### config.mk
export PLATFORM = sky130hd
export DESIGN_NAME = keypoint_reader_flat
export DESIGN_NICKNAME = d
export VERILOG_FILES = /design/src/rtl/keypoint_reader_if.sv /design/src/rtl/keypoint_reader.sv /design/src/flat_wrapper.sv
export SDC_FILE = /design/constraint.sdc
export NUM_CORES = 1
export LEC_CHECK = 0
export CORE_ASPECT_RATIO = 0.9
export CORE_MARGIN = 10
export CORE_UTILIZATION = 47
export CTS_CLUSTER_SIZE = 10
export DETAILED_ROUTE_END_ITERATION = 7
export PLACE_DENSITY_LB_ADDON = 0.12
export REMOVE_ABC_BUFFERS = 1
export SLEW_MARGIN = 20
export SYNTH_ARGS = -nofsm -noshare
export SYNTH_HDL_FRONTEND = slang
export SYNTH_SLANG_ARGS = --single-unit
### constraint.sdc
create_clock -name clk -period 3.1 [get_ports clk]
set_clock_uncertainty 0.05 [all_clocks]
set_input_delay 0.31 -clock clk [delete_from_list [all_inputs] [get_ports clk]]
set_output_delay 0.31 -clock clk [all_outputs]
set_load 0.005 [all_outputs]
### src/rtl/keypoint_reader_if.sv
// Bundles the keypoint reader's control inputs, BRAM read port and keypoint output stream.
// master = the reader itself; slave = the environment (BRAM, sequencer and consumer).
interface keypoint_reader_if #(
    parameter int DIMENSION = 4,
    parameter int KEY_DEPTH = DIMENSION * DIMENSION
);
    localparam int W  = $clog2(DIMENSION);
    localparam int AW = $clog2(KEY_DEPTH);
    localparam int CW = AW + 1;

    logic          start;
    logic [CW-1:0] keypt_count;
    logic [AW-1:0] key_read_addr;
    logic [2*W:0]  key_data;
    logic [W-1:0]  kp_x;
    logic [W-1:0]  kp_y;
    logic          kp_level;
    logic          kp_valid;
    logic          kp_ready;
    logic          busy;
    logic          done;
    logic [CW-1:0] emitted_count;

    modport master (
        input  start, keypt_count, key_data, kp_ready,
        output key_read_addr, kp_x, kp_y, kp_level, kp_valid, busy, done, emitted_count
    );

    modport slave (
        output start, keypt_count, key_data, kp_ready,
        input  key_read_addr, kp_x, kp_y, kp_level, kp_valid, busy, done, emitted_count
    );
endinterface

### src/rtl/keypoint_reader.sv
// Drains the keypoint BRAM into a 4-entry credit-controlled FIFO and streams (x, y, level).
// Optional KEYPOINT_READER_BORDER_FILTER_EN drops keypoints lying on the image border.
module keypoint_reader #(
    parameter int DIMENSION    = 4,
    parameter int KEY_DEPTH    = DIMENSION * DIMENSION,
    parameter int READ_LATENCY = 2
) (
    input  logic                clk,
    input  logic                rst_in,
    keypoint_reader_if.master   bus
);
    localparam int W          = $clog2(DIMENSION);
    localparam int AW         = $clog2(KEY_DEPTH);
    localparam int CW         = AW + 1;
    localparam int FIFO_DEPTH = 4;
    localparam int PW         = 2;
    localparam int IW         = $clog2(READ_LATENCY + FIFO_DEPTH + 2) + 1;

    typedef enum logic [1:0] {IDLE, READ, DRAIN, FINISH} state_t;

    state_t                r_state;
    state_t                w_state_next;
    logic [CW-1:0]         r_count;
    logic [CW-1:0]         r_issued;
    logic [CW-1:0]         r_emitted;
    logic [AW-1:0]         r_addr;
    logic                  r_addr_vld;
    logic [READ_LATENCY-1:0] r_lat;
    logic [READ_LATENCY:0] w_pipe_in;
    logic [2*W:0]          r_fifo [FIFO_DEPTH];
    logic [PW-1:0]         r_wr_ptr;
    logic [PW-1:0]         r_rd_ptr;
    logic [PW:0]           r_occ;

    logic [CW-1:0]         w_count_clamped;
    logic [IW-1:0]         w_inflight;
    logic                  w_start;
    logic                  w_issue;
    logic                  w_credit;
    logic                  w_push;
    logic                  w_pop;
    logic                  w_keep;
    logic                  w_busy;
    logic                  w_done;
    logic [2*W:0]          w_head;

    assign w_count_clamped = (bus.keypt_count > CW'(KEY_DEPTH)) ? CW'(KEY_DEPTH) : bus.keypt_count;

    // Valid pipe: the address-register stage followed by READ_LATENCY BRAM stages.
    assign w_pipe_in[0] = r_addr_vld;
    generate
        for (genvar gi = 0; gi < READ_LATENCY; gi++) begin : g_pipe
            assign w_pipe_in[gi+1] = r_lat[gi];
        end
    endgenerate

    always_comb begin
        w_inflight = IW'(r_addr_vld);
        for (int i = 0; i < READ_LATENCY; i++) begin
            w_inflight = w_inflight + IW'(r_lat[i]);
        end
    end

`ifdef KEYPOINT_READER_BORDER_FILTER_EN
    logic [W-1:0] w_in_x;
    logic [W-1:0] w_in_y;
    assign w_in_x = bus.key_data[2*W:W+1];
    assign w_in_y = bus.key_data[W:1];
    assign w_keep = !((w_in_x == '0) || (w_in_x == W'(DIMENSION - 1)) ||
                      (w_in_y == '0) || (w_in_y == W'(DIMENSION - 1)));
`else
    assign w_keep = 1'b1;
`endif

    assign w_head   = r_fifo[r_rd_ptr];
    assign w_pop    = bus.kp_valid & bus.kp_ready;
    assign w_push   = r_lat[READ_LATENCY-1] & w_keep;
    assign w_start  = (r_state == IDLE) & bus.start;
    // A slot freed by this cycle's pop may be re-credited at once, so a full pipe still streams.
    assign w_credit = ((IW'(r_occ) + w_inflight - IW'(w_pop)) < IW'(FIFO_DEPTH));
    // The first read goes out on the start edge itself so its address appears the next cycle.
    assign w_issue  = (w_start & (w_count_clamped != '0)) |
                      ((r_state == READ) & (r_issued < r_count) & w_credit);

    always_comb begin
        w_state_next = r_state;
        w_busy       = 1'b1;
        w_done       = 1'b0;
        case (r_state)
            IDLE: begin
                w_busy = 1'b0;
                if (bus.start) w_state_next = READ;
            end
            READ: begin
                // A zero count spends one cycle here so done lands two cycles after start.
                if (r_count == '0)
                    w_state_next = FINISH;
                else if ((r_issued == r_count) || (w_issue && ((r_issued + 1'b1) == r_count)))
                    w_state_next = DRAIN;
            end
            DRAIN: begin
                if ((w_inflight == '0) && ((r_occ == '0) || ((r_occ == 1) && w_pop)))
                    w_state_next = FINISH;
            end
            FINISH: begin
                w_done       = 1'b1;
                w_state_next = IDLE;
            end
            default: w_state_next = IDLE;
        endcase
    end

    always_ff @(posedge clk or posedge rst_in) begin
        if (rst_in) begin
            r_state    <= IDLE;
            r_count    <= '0;
            r_issued   <= '0;
            r_emitted  <= '0;
            r_addr     <= '0;
            r_addr_vld <= 1'b0;
            r_lat      <= '0;
            r_wr_ptr   <= '0;
            r_rd_ptr   <= '0;
            r_occ      <= '0;
            for (int i = 0; i < FIFO_DEPTH; i++) begin
                r_fifo[i] <= '0;
            end
        end else begin
            r_state    <= w_state_next;
            r_addr_vld <= w_issue;
            r_lat      <= w_pipe_in[READ_LATENCY-1:0];

            if (w_start) begin
                r_count   <= w_count_clamped;
                r_issued  <= w_issue ? CW'(1) : '0;
                r_emitted <= '0;
            end else begin
                if (w_issue) r_issued  <= r_issued + 1'b1;
                if (w_pop)   r_emitted <= r_emitted + 1'b1;
            end

            if (w_issue) r_addr <= w_start ? '0 : r_issued[AW-1:0];

            if (w_push) begin
                r_fifo[r_wr_ptr] <= bus.key_data;
                r_wr_ptr         <= r_wr_ptr + 1'b1;
            end
            if (w_pop) r_rd_ptr <= r_rd_ptr + 1'b1;
            r_occ <= r_occ + (PW+1)'(w_push) - (PW+1)'(w_pop);
        end
    end

    assign bus.key_read_addr = r_addr;
    assign bus.kp_x          = w_head[2*W:W+1];
    assign bus.kp_y          = w_head[W:1];
    assign bus.kp_level      = w_head[0];
    assign bus.kp_valid      = (r_occ != '0);
    assign bus.busy          = w_busy;
    assign bus.done          = w_done;
    assign bus.emitted_count = r_emitted;
endmodule

### src/flat_wrapper.sv
// flat-port wrapper written by rule: the top's interface ports become plain ports
module keypoint_reader_flat 
#(
    parameter int DIMENSION    = 4,
    parameter int KEY_DEPTH    = DIMENSION * DIMENSION,
    parameter int READ_LATENCY = 2
)
  (clk, rst_in, bus_start, bus_keypt_count, bus_key_data, bus_kp_ready, bus_key_read_addr, bus_kp_x, bus_kp_y, bus_kp_level, bus_kp_valid, bus_busy, bus_done, bus_emitted_count);
  keypoint_reader_if #(.DIMENSION(DIMENSION), .KEY_DEPTH(KEY_DEPTH)) bus_i ();
  input  logic clk;
  input  logic rst_in;
  input wire logic [$bits(bus_i.start)-1:0] bus_start;
  input wire logic [$bits(bus_i.keypt_count)-1:0] bus_keypt_count;
  input wire logic [$bits(bus_i.key_data)-1:0] bus_key_data;
  input wire logic [$bits(bus_i.kp_ready)-1:0] bus_kp_ready;
  output wire logic [$bits(bus_i.key_read_addr)-1:0] bus_key_read_addr;
  output wire logic [$bits(bus_i.kp_x)-1:0] bus_kp_x;
  output wire logic [$bits(bus_i.kp_y)-1:0] bus_kp_y;
  output wire logic [$bits(bus_i.kp_level)-1:0] bus_kp_level;
  output wire logic [$bits(bus_i.kp_valid)-1:0] bus_kp_valid;
  output wire logic [$bits(bus_i.busy)-1:0] bus_busy;
  output wire logic [$bits(bus_i.done)-1:0] bus_done;
  output wire logic [$bits(bus_i.emitted_count)-1:0] bus_emitted_count;
  assign bus_i.start = bus_start;
  assign bus_i.keypt_count = bus_keypt_count;
  assign bus_i.key_data = bus_key_data;
  assign bus_i.kp_ready = bus_kp_ready;
  assign bus_key_read_addr = bus_i.key_read_addr;
  assign bus_kp_x = bus_i.kp_x;
  assign bus_kp_y = bus_i.kp_y;
  assign bus_kp_level = bus_i.kp_level;
  assign bus_kp_valid = bus_i.kp_valid;
  assign bus_busy = bus_i.busy;
  assign bus_done = bus_i.done;
  assign bus_emitted_count = bus_i.emitted_count;
  keypoint_reader #(.DIMENSION(DIMENSION), .KEY_DEPTH(KEY_DEPTH), .READ_LATENCY(READ_LATENCY)) u_core (.clk(clk), .rst_in(rst_in), .bus(bus_i));
endmodule
==> metrics.txt <==
synth top area cells dfrtp_1 44%, ha_1 10%, mux2_2 7.8%; Max Slew Vio Count 0; core area 0.00582 mm²; post-synth top area share 0.443; die width 103 µm; Fin. Hold Viols 0; FF-to-FF setup slack 0.13 ns; layout cells sized above 1 0.179; run status complete, no violations; crit-path cells ha_1 -> ha_1 -> ha_1 -> inv_1 -> ha_1 -> inv_1 -> ha_1 -> o21bai_1 -> and4b_2 -> o221ai_2 -> o2bb2ai_4 -> o21ai_2 -> mux2_4; area growth from synthesis to layout 17.8%; asr flop ratio synth 1.00; Worst EP required 3.25 ns; met2 wire length 2560 µm; r2r worst-path depth 13; Port-buffer cells 30; unique cell type count in the Yosys netlist 50; drt drc 0; Starting Density 0.495; vias post-DR 1933; highest metal used met4; met3 WL post-DR 303 µm; total power 3.26 mW; Startpoint Class register; Worst-Skew Late Latency 0.31 ns; first-pass GRT wire length 9490 µm; Nets 329; Synth top cells by count 51 x dfrtp_1, 29 x inv_1, 26 x nand2_1; WL/cell 15.5 µm; CTS buffer count 5; TritonCTS clock tree yes; Max-slew headroom 0.721; synthesized cell area 0.00288 mm²; GPL Wtd Cong 0.828; ANT nets after route 0; via density per instance 5.37; Mapped Avg Cell Area 11.3 µm²; Overflow after GRT 0; Tot GR Track Use 0.122; Peak VDD IR 0.401 mV; sequential share of the synthesized area 0.443; r2r startpoint u_core.r_lat[0]; largest net degree at the start of global routing 20; power per cell area 959 mW/mm²; die area 0.00967 mm²; Worst-path clk slew 0.10 ns; initial antenna violation count 0; Initial DRC Count 33; kind of end point of the critical path register; crit path max-delay cell type dfrtp_1; fin crit share 0.958; Setup-failing EPs final 0; Buf+Inv Stages, Crit Path 2; final instance area 0.00339 mm²; CTS Sinks 51; Critical Path AT 3.12 ns; Mapped Cells 256; vias in the first global route 2006; fmax 337 MHz; clock buffer depth 2; Yosys top cell by area dfrtp_1; # H-tree levels 2; DP Worst Slack 0.0845 ns; min cycle time layout 2.97 ns; # rows 26; post-DP HPWL 4270 µm; Die Y 94.3 µm; Top cell by count, worst path ha_1; Ys Warns 0; Max Cap Viol 0; placed cell area 0.00327 mm²; final core occ 0.583; leak pwr 1.54 nW; Hold WC Path Type in2async; crit path max fanout 4; Total Wirelength 5590 µm; ANT cells 0; placed instance count 352; most common cell in the netlist dfrtp_1; reg2reg end u_core.r_state[1]; number of detailed-route iterations in the first pass 4; root buf cell clkbuf_8; CP Class reg2reg; CP top delay family adder cells; Primary FF master, synth dfrtp_1; Post-Route M1 WL 2690 µm; Worst Tran Pin Value 0.419 ns; IO Count 31; final cell count without fillers 360; Post-synth EDFFs 0; crit path launch u_core.r_lat[0]; Yosys reg bits 51; Final WS setup 0.132 ns; Worst path max stage delay 0.41 ns
## where the power goes
| group | total, mW | switching [mW] | internal (mW) | leakage [nW] |
|---|---|---|---|---|
| Combinational | 1.59 | 0.715 | 0.879 | 0.850 |
| Clock | 0.476 | 0.235 | 0.241 | 0.0581 |
| Sequential | 1.19 | 0.240 | 0.947 | 0.632 |
## worst max-delay path by stage
stage / endpoint / depth (start not counted) / slack (ns)
2_1_floorplan: u_core.r_state[1] / 13 / 0.24
3_3_place_gp: u_core.r_state[1] / 13 / 0.14
3_5_place_dp: u_core.r_issued[4] / 13 / 0.08
4_1_cts: u_core.r_issued[2] / 13 / 0.05
5_1_grt: u_core.r_state[1] / 13 / -0.003
6_report: u_core.r_state[1] / 13 / 0.13
## per-stage QoR
stage / setup TNS, ns / hold WS, ns
2_1_floorplan: 0 / 0.328
3_3_place_gp: 0 / 0.334
3_5_place_dp: 0 / 0.345
4_1_cts: 0 / 0.272
5_1_grt: -0.00274 / 0.285
6_report: 0 / 0.248
## state kept, by name (all words and copies together) (netlist names)
name / flops
u_core.r_addr_vld: 1
u_core.r_fifo: 20
u_core.r_rd_ptr: 2
u_core.r_occ: 3
u_core.bus.key_read_addr: 4
u_core.r_issued: 5
u_core.r_wr_ptr: 2
u_core.r_lat: 2
u_core.bus.emitted_count: 5
u_core.r_state: 2
u_core.r_count: 5
## final cells by class
cell class | count | area, µm²
clock buffers | 5 | 68.8
clock inverters | 3 | 43.8
fillers | 491 | 2430
inverters | 29 | 109
multi-input cells | 168 | 1480
flip-flops and latches | 51 | 1280
well taps | 70 | 87.6
repair buffers | 34 | 330
## worst register-to-register path: cells and delay by family (launching register included)
kind,cells,cell delay [ns]
adders and majority gates,5,1.11
AOI/OAI and AO/OA,4,0.60
DFF,1,0.41
muxes,1,0.31
and+or+nand+nor,1,0.26
buffers and inverters,2,0.12
## cells by family (layout without fill, tap and decap cells)
group	Yosys count	count (layout)	synth area share
xor+xnor	15	15	0.0456
flops	51	51	0.443
compound gates	35	35	0.0994
simple gates	63	63	0.112
buf+inv	37	71	0.0486
fa+ha+maj	26	26	0.118
mux	29	29	0.133
## placed cells by master, fill, tap and decap left out, types with 5 or more instances in the layout
| master | count |
|---|---|
| clkbuf_8 | 5 |
| clkdlybuf4s50_1 | 30 |
| dfrtp_1 | 51 |
| ha_1 | 24 |
| inv_1 | 28 |
| mux2_2 | 20 |
| mux4_2 | 5 |
| nand2_1 | 26 |
| nand3_1 | 5 |
| nand3b_1 | 6 |
| nor2_1 | 9 |
| o21ai_0 | 10 |
| xnor2_1 | 9 |
| xor2_1 | 6 |
## metal layers
metal | global-route usage | vias up
li1 | - | 937
met1 | 0.159 | 955
met2 | 0.194 | 35
met3 | 0.0383 | 6
met4 | 0.0246 | 0
met5 | 0 | -
## timing repair
item,4_1_cts,5_1_grt
gates resized for setup,0,2
setup buffers,0,0
setup endpoints to repair,0,10
hold buffers,0,0
Note: power is estimated with default switching activity, not from simulation.
